## config.mk

```make
export PLATFORM = sky130hd
export DESIGN_NAME = sha3_digest_out
export DESIGN_NICKNAME = d
export VERILOG_FILES = /design/src/rtl/sha3_pkg.sv /design/src/rtl/sha3_digest_fifo.sv /design/src/rtl/sha3_digest_out.sv
export SDC_FILE = /design/constraint.sdc
export NUM_CORES = 1
export LEC_CHECK = 0
export BUFFER_PORTS_ARGS = -buffer_cell sky130_fd_sc_hd__buf_4
export CAP_MARGIN = 20
export CORE_AREA = 2 2 676 678
export DETAILED_ROUTE_END_ITERATION = 6
export DIE_AREA = 0 0 678 680
export PLACE_DENSITY = 0.3
export REMOVE_ABC_BUFFERS = 1
export SYNTH_ARGS = -nofsm -noshare
export SYNTH_HDL_FRONTEND = slang
export SYNTH_SLANG_ARGS = --single-unit
```

## constraint.sdc

```tcl
create_clock -name clk -period 28 [get_ports clk]
set_clock_uncertainty 0.2 [all_clocks]
set_input_delay 2.8 -clock clk [delete_from_list [all_inputs] [get_ports clk]]
set_output_delay 2.8 -clock clk [all_outputs]
set_load 0.03 [all_outputs]
```

## src/rtl/sha3_pkg.sv

```systemverilog
// Shared parameters and types for the SHA-3 digest output stage.
package sha3_pkg;

  localparam int LANE_W       = 64;
  localparam int IX_W         = 24;
  localparam int DIGEST_LANES = 4;
  localparam int FIFO_DEPTH   = 2;

  // Derived widths for the digest FIFO and the word counter.
  localparam int FIFO_PTR_W   = (FIFO_DEPTH > 1) ? $clog2(FIFO_DEPTH) : 1;
  localparam int FIFO_CNT_W   = $clog2(FIFO_DEPTH + 1);
  localparam int LANE_SEL_W   = $clog2(DIGEST_LANES);

  // Serializer state: IDLE drives no beat, SEND presents one digest word.
  typedef enum logic {
    ST_IDLE = 1'b0,
    ST_SEND = 1'b1
  } ser_state_t;

  // One queued digest: message index plus the four digest lanes.
  typedef struct packed {
    logic [IX_W-1:0]                          ix;
    logic [DIGEST_LANES-1:0][LANE_W-1:0]      lane;
  } digest_entry_t;

endpackage

```

## src/rtl/sha3_digest_fifo.sv

```systemverilog
// Small FIFO of captured digests; head is read straight from storage.
module sha3_digest_fifo
  import sha3_pkg::*;
(
  input  logic                  clk,
  input  logic                  reset,
  input  logic                  push,
  input  digest_entry_t         wr_entry,
  input  logic                  pop,
  output logic                  full,
  output logic                  empty,
  output digest_entry_t         head,
  output logic [FIFO_CNT_W-1:0] count
);

  digest_entry_t         mem_r [FIFO_DEPTH];
  logic [FIFO_PTR_W-1:0] wr_ptr_r;
  logic [FIFO_PTR_W-1:0] rd_ptr_r;
  logic [FIFO_CNT_W-1:0] count_r;
  logic                  push_ok_s;
  logic                  pop_ok_s;

  // Pointer advance with explicit wrap so non-power-of-two depths also work.
  function automatic logic [FIFO_PTR_W-1:0] ptr_inc(input logic [FIFO_PTR_W-1:0] p);
    if (p == FIFO_PTR_W'(FIFO_DEPTH - 1)) begin
      return {FIFO_PTR_W{1'b0}};
    end else begin
      return p + FIFO_PTR_W'(1);
    end
  endfunction

  assign full      = (count_r == FIFO_CNT_W'(FIFO_DEPTH));
  assign empty     = (count_r == {FIFO_CNT_W{1'b0}});
  assign count     = count_r;
  assign head      = mem_r[rd_ptr_r];
  assign pop_ok_s  = pop && !empty;
  // A full FIFO still takes a push when the head leaves in the same cycle.
  assign push_ok_s = push && (!full || pop_ok_s);

  // Digest storage; contents are don't-care until the count marks them valid.
  always_ff @(posedge clk) begin
    if (push_ok_s && !reset) begin
      mem_r[wr_ptr_r] <= wr_entry;
    end
  end

  // Pointers and occupancy; reset empties the FIFO and discards any push.
  always_ff @(posedge clk) begin
    if (reset) begin
      wr_ptr_r <= {FIFO_PTR_W{1'b0}};
      rd_ptr_r <= {FIFO_PTR_W{1'b0}};
      count_r  <= {FIFO_CNT_W{1'b0}};
    end else begin
      if (push_ok_s) begin
        wr_ptr_r <= ptr_inc(wr_ptr_r);
      end
      if (pop_ok_s) begin
        rd_ptr_r <= ptr_inc(rd_ptr_r);
      end
      case ({push_ok_s, pop_ok_s})
        2'b10:   count_r <= count_r + FIFO_CNT_W'(1);
        2'b01:   count_r <= count_r - FIFO_CNT_W'(1);
        default: count_r <= count_r;
      endcase
    end
  end

endmodule

```

## src/rtl/sha3_digest_out.sv

```systemverilog
// Captures the 256-bit digest from the permuted Keccak state and streams it
// out as four 64-bit words with downstream stall support.
module sha3_digest_out
  import sha3_pkg::*;
(
  input  logic                      clk,
  input  logic                      reset,
  input  logic                      pushin,
  input  logic [IX_W-1:0]           dix,
  input  logic [4:0][4:0][LANE_W-1:0] din,
  input  logic                      stopin,
  output logic                      pushout,
  output logic [IX_W-1:0]           doutix,
  output logic [LANE_W-1:0]         dout,
  output logic                      lastout,
  output logic                      overflow
);

  localparam logic [LANE_SEL_W-1:0] LAST_WORD = LANE_SEL_W'(DIGEST_LANES - 1);

  digest_entry_t         cap_s;
  digest_entry_t         head_s;
  logic                  fifo_full_s;
  logic                  fifo_empty_s;
  logic [FIFO_CNT_W-1:0] fifo_count_s;
  logic                  beat_s;
  logic                  last_beat_s;
  logic                  more_s;
  logic                  unused_lanes_s;

  ser_state_t            state_r;
  logic [LANE_SEL_W-1:0] wcnt_r;
  logic                  pushout_r;
  logic                  overflow_r;

  // Only the first four lanes of row 0 form the digest; the rest is dropped.
  always_comb begin
    cap_s.ix = dix;
    for (int k = 0; k < DIGEST_LANES; k++) begin
      cap_s.lane[k] = din[0][k];
    end
  end

  assign unused_lanes_s = ^{din[4:1], din[0][4]};

  assign beat_s      = pushout_r && !stopin;
  assign last_beat_s = beat_s && (wcnt_r == LAST_WORD);
  // After the final pop, SEND continues if an older entry remains or a new one lands now.
  assign more_s      = (fifo_count_s > FIFO_CNT_W'(1)) || pushin;

  sha3_digest_fifo u_fifo (
    .clk      (clk),
    .reset    (reset),
    .push     (pushin),
    .wr_entry (cap_s),
    .pop      (last_beat_s),
    .full     (fifo_full_s),
    .empty    (fifo_empty_s),
    .head     (head_s),
    .count    (fifo_count_s)
  );

  // Serializer FSM with word counter, registered valid and sticky overflow.
  always_ff @(posedge clk) begin
    if (reset) begin
      state_r    <= ST_IDLE;
      wcnt_r     <= {LANE_SEL_W{1'b0}};
      pushout_r  <= 1'b0;
      overflow_r <= 1'b0;
    end else begin
      if (pushin && fifo_full_s && !last_beat_s) begin
        overflow_r <= 1'b1;
      end
      case (state_r)
        ST_IDLE: begin
          wcnt_r <= {LANE_SEL_W{1'b0}};
          if (pushin || !fifo_empty_s) begin
            state_r   <= ST_SEND;
            pushout_r <= 1'b1;
          end else begin
            pushout_r <= 1'b0;
          end
        end
        ST_SEND: begin
          if (last_beat_s) begin
            wcnt_r <= {LANE_SEL_W{1'b0}};
            if (more_s) begin
              pushout_r <= 1'b1;
            end else begin
              state_r   <= ST_IDLE;
              pushout_r <= 1'b0;
            end
          end else if (beat_s) begin
            wcnt_r <= wcnt_r + LANE_SEL_W'(1);
          end else begin
            wcnt_r <= wcnt_r;
          end
        end
        default: begin
          state_r   <= ST_IDLE;
          wcnt_r    <= {LANE_SEL_W{1'b0}};
          pushout_r <= 1'b0;
        end
      endcase
    end
  end

  // Outputs come only from registered state and the registered FIFO head.
  assign pushout  = pushout_r;
  assign overflow = overflow_r;
  assign lastout  = pushout_r && (wcnt_r == LAST_WORD);
  assign doutix   = pushout_r ? head_s.ix : {IX_W{1'b0}};
  assign dout     = pushout_r ? head_s.lane[wcnt_r] : {LANE_W{1'b0}};

endmodule

```

==> results.txt <==
----------------------------------------------------
[STA]
  Setup tns final ... 0 ns
  Post-Route Hold Slack ... 0.2770 ns
  Hold violation count in the final report ... 0
  Slew Limit Headroom ... 26.79%
  Worst slew pin tran ... 1.098 ns
  Share of the cycle needed by the critical path after routing ... 25.17%
  Min cycle time layout ... 7.047 ns
  Finish-stage setup viols ... 0
  Unrepaired setup endpoints after global routing ... no
  Highest attainable clock frequency ... 141.9 MHz
  Number of slew-limit violations in the final report ... 0

[Global route]
  Pin count of the biggest net entering global routing ... 65
  All-layer global routing usage ... 3.932%
  Global-route congestion overflow total ... 0
  First-pass GRT wire length ... 119,500 um
  Vias in the first global route ... 11,990
  Initial antenna violation count ... 72

[Detailed routing]
  Post-detailed-routing wire length ... 92,980 um
  Total number of vias ... 11,100
  Final routed DRC violation total ... 0
  Post-DR wirelength/cell ... 12.56 um
  Remaining antenna violation count after routing ... 0
  Drt initial violations ... 612
  Initial DRT Pass Iterations ... 4
  Post-detailed-route via-to-cell ratio ... 1.499

[Setup path]
  Arrival time of the worst setup path ... 4.05 ns
  CP Capture Type ... output port
  FF-to-FF Start ... wcnt_r[0]
  Crit path max fanout ... 50
  Most frequent cell on the critical path ... buf_4
  Required time worst endpoint ... 25.00 ns
  Critical Setup Path Class ... flop to output port
  CP Cell Sequence ... buf_4, buf_4, mux4_2, a22o_1, buf_4
  Launching instance or port of the critical path ... wcnt_r[0]
  Worst stage delay on the critical path ... 0.79 ns
  Nature of the critical path startpoint ... flop
  Cell with the biggest individual delay on the critical path ... buf_4

[Clock network]
  Number of resized instances in the post-cts repair step ... 0
  H-Tree Level Count ... 3
  CTS clk-pin slew, worst paths ... 0.06 ns
  Buffer cell driving the clock tree root ... clkbuf_16
  CTS tree ... yes
  Latest clock arrival within the worst-skew pair ... 0.75 ns
  Max clock buf depth ... 4
  Inserted Clock Buffers ... 79
  Number of sinks driven by the clock tree ... 570
  Number of buffers inserted by post-CTS setup repair ... 0
  Number of hold-repair buffers added at the cts stage ... 0

[Power and ir drop]
  Power per cell area ... 62.26 nW/um^2
  Peak supply drop ... 0.04160 mV
  Leakage component of the power ... 9.509 nW

[Worst hold path]
  Kind of path behind the tightest hold check ... flop to flop
  Critical hold path startpoint ... overflow

[Flow run]
  Max-capacitance violation count ... 0

[Floorplanning]
  Ports ... 1,719
  Die Width ... 678 um
  Area inside the core boundary ... 454,300 um^2
  Starting density of the core ... 4.742%
  Floorplan die height ... 680 um
  Number of placement rows ... 248
  Full die area ... 461,000 um^2

[Synth]
  Yosys warning count ... 0
  Sequential cell area fraction in the yosys report ... 79.00%
  Cell count after synthesis ... 908
  Synthesized area ... 21,540 um^2
  Distinct cells, synth ... 31
  Post-synthesis sequential element count ... 570
  Syn_area_per_cell ... 23.72 um^2

[Final layout]
  Commonest cells after routing, fill and taps aside ... edfxtp_1 (560), buf_4 (400), mux4_2 (123), clkbuf_16 (79), a22o_1 (64)
  Growth of design area from synthesis to finish ... 58.73%
  Commonest non-fill, non-tap cell in the layout ... edfxtp_1
  Final core area utilization ... 7.527%
  Filler Cells Inserted ... 52,550
  Share of cells above drive strength 1 ... 45.59%
  Net total in the final layout ... 2,970

[Place]
  Placed wire-length estimate after detailed placement ... 67,420 um
  Final Wtd Congestion ... 0.6447
  Port Buf Inserts ... 374

[Run status]
  Run status ... finished, final reports clean

----------------------------------------------------
-- worst max-delay path, delay by kind of cell, from the launching register on --
family	cells	cell delay, ns
buffers and inverters	3	1.54
flip-flops	1	0.66
multiplexers	1	0.53
AO/OA/AOI/OAI	1	0.27
-- final timing paths --
check	slack (ns)	cells past startpoint	end
min	0.28	2	overflow
min reg2reg	0.28	2	overflow
max	20.95	5	dout[44]
max reg2reg	23.27	8	u_fifo.mem_r[0][191]
-- state kept, by name (all words and copies together), names as in the netlist, named ones only --
name / count
u_fifo.wr_ptr_r: 1
u_fifo.rd_ptr_r: 1
u_fifo.count: 2
u_fifo.mem_r: 560
overflow: 1
wcnt_r: 2
pushout: 1
state_r: 1
-- cells in the mapped netlist --
library cell / instances / area (um^2)
edfxtp_1: 560 / 16820
mux4_2: 123 / 2770
a22o_1: 64 / 560.5
nor2b_1: 30 / 187.7
mux2i_1: 28 / 280.3
clkbuf_1: 22 / 82.58
buf_2: 13 / 65.06
nor2_1: 11 / 41.29
dfxtp_1: 10 / 200.2
buf_4: 7 / 52.55
buf_12: 6 / 120.1
mux4_1: 5 / 131.4
ha_1: 4 / 50.05
inv_1: 3 / 11.26
a31oi_1: 2 / 12.51
and2_1: 2 / 12.51
buf_6: 2 / 22.52
mux2_2: 2 / 22.52
nand2b_1: 2 / 12.51
a2111oi_0: 1 / 8.760
a211oi_1: 1 / 7.510
buf_1: 1 / 3.750
nand3b_1: 1 / 7.510
nand4b_1: 1 / 8.760
nor3_1: 1 / 5.000
nor3b_1: 1 / 7.510
nor4b_1: 1 / 8.760
nor4bb_1: 1 / 10.01
o211ai_1: 1 / 7.510
o21ai_1: 1 / 5.000
xnor2_1: 1 / 8.760
-- layout make-up --
class                   instances  area (um^2)  share of cell area, %
flip-flops and latches        570        17020                  49.79
well taps                    6000         7507                  21.96
multi-input cells             284         4187                  12.24
repair buffers                400         3003                  8.783
clock buffers                  95         2037                  5.957
clock inverters                43        397.9                  1.164
diodes                         10        25.02                0.07319
inverters                       3        11.26                0.03293
-- per-stage QoR --
step | instance area (um^2) | total power, mW | worst slack, ns | std cells
2_1_floorplan | 21190 | 1.100 | 1.713 | 857
3_3_place_gp | 31730 | 1.171 | 21.17 | 7257
3_5_place_dp | 31730 | 1.173 | 21.16 | 7257
4_1_cts | 34170 | 2.203 | 20.59 | 7395
5_1_grt | 34170 | 2.237 | 20.62 | 7396
6_report | 34190 | 2.129 | 20.95 | 7405
-- per-layer routing --
layer | routed length (um) | global-route usage (%)
met1 | 35940 | 4.387
met2 | 42150 | 6.228
met3 | 11760 | 2.410
met4 | 2827 | 1.111
met5 | 305 | 0
-- report_power, final --
| group | switching (mW) | leakage, nW | internal (mW) |
|---|---|---|---|
| Combinational | 0.0945 | 3.10 | 0.0619 |
| Clock | 0.408 | 1.19 | 0.574 |
| Sequential | 0.00821 | 5.22 | 0.981 |
| Total | 0.511 | 9.51 | 1.62 |
-- kinds of logic after synthesis --
logic type | synth area share (%)
flops | 79.00
buf+inv | 1.661
compound gates | 2.794
simple gates | 1.400
fa+ha+maj | 0.2324
mux | 14.88
xor+xnor | 0.04067
Power figures use the tool's default switching activity.
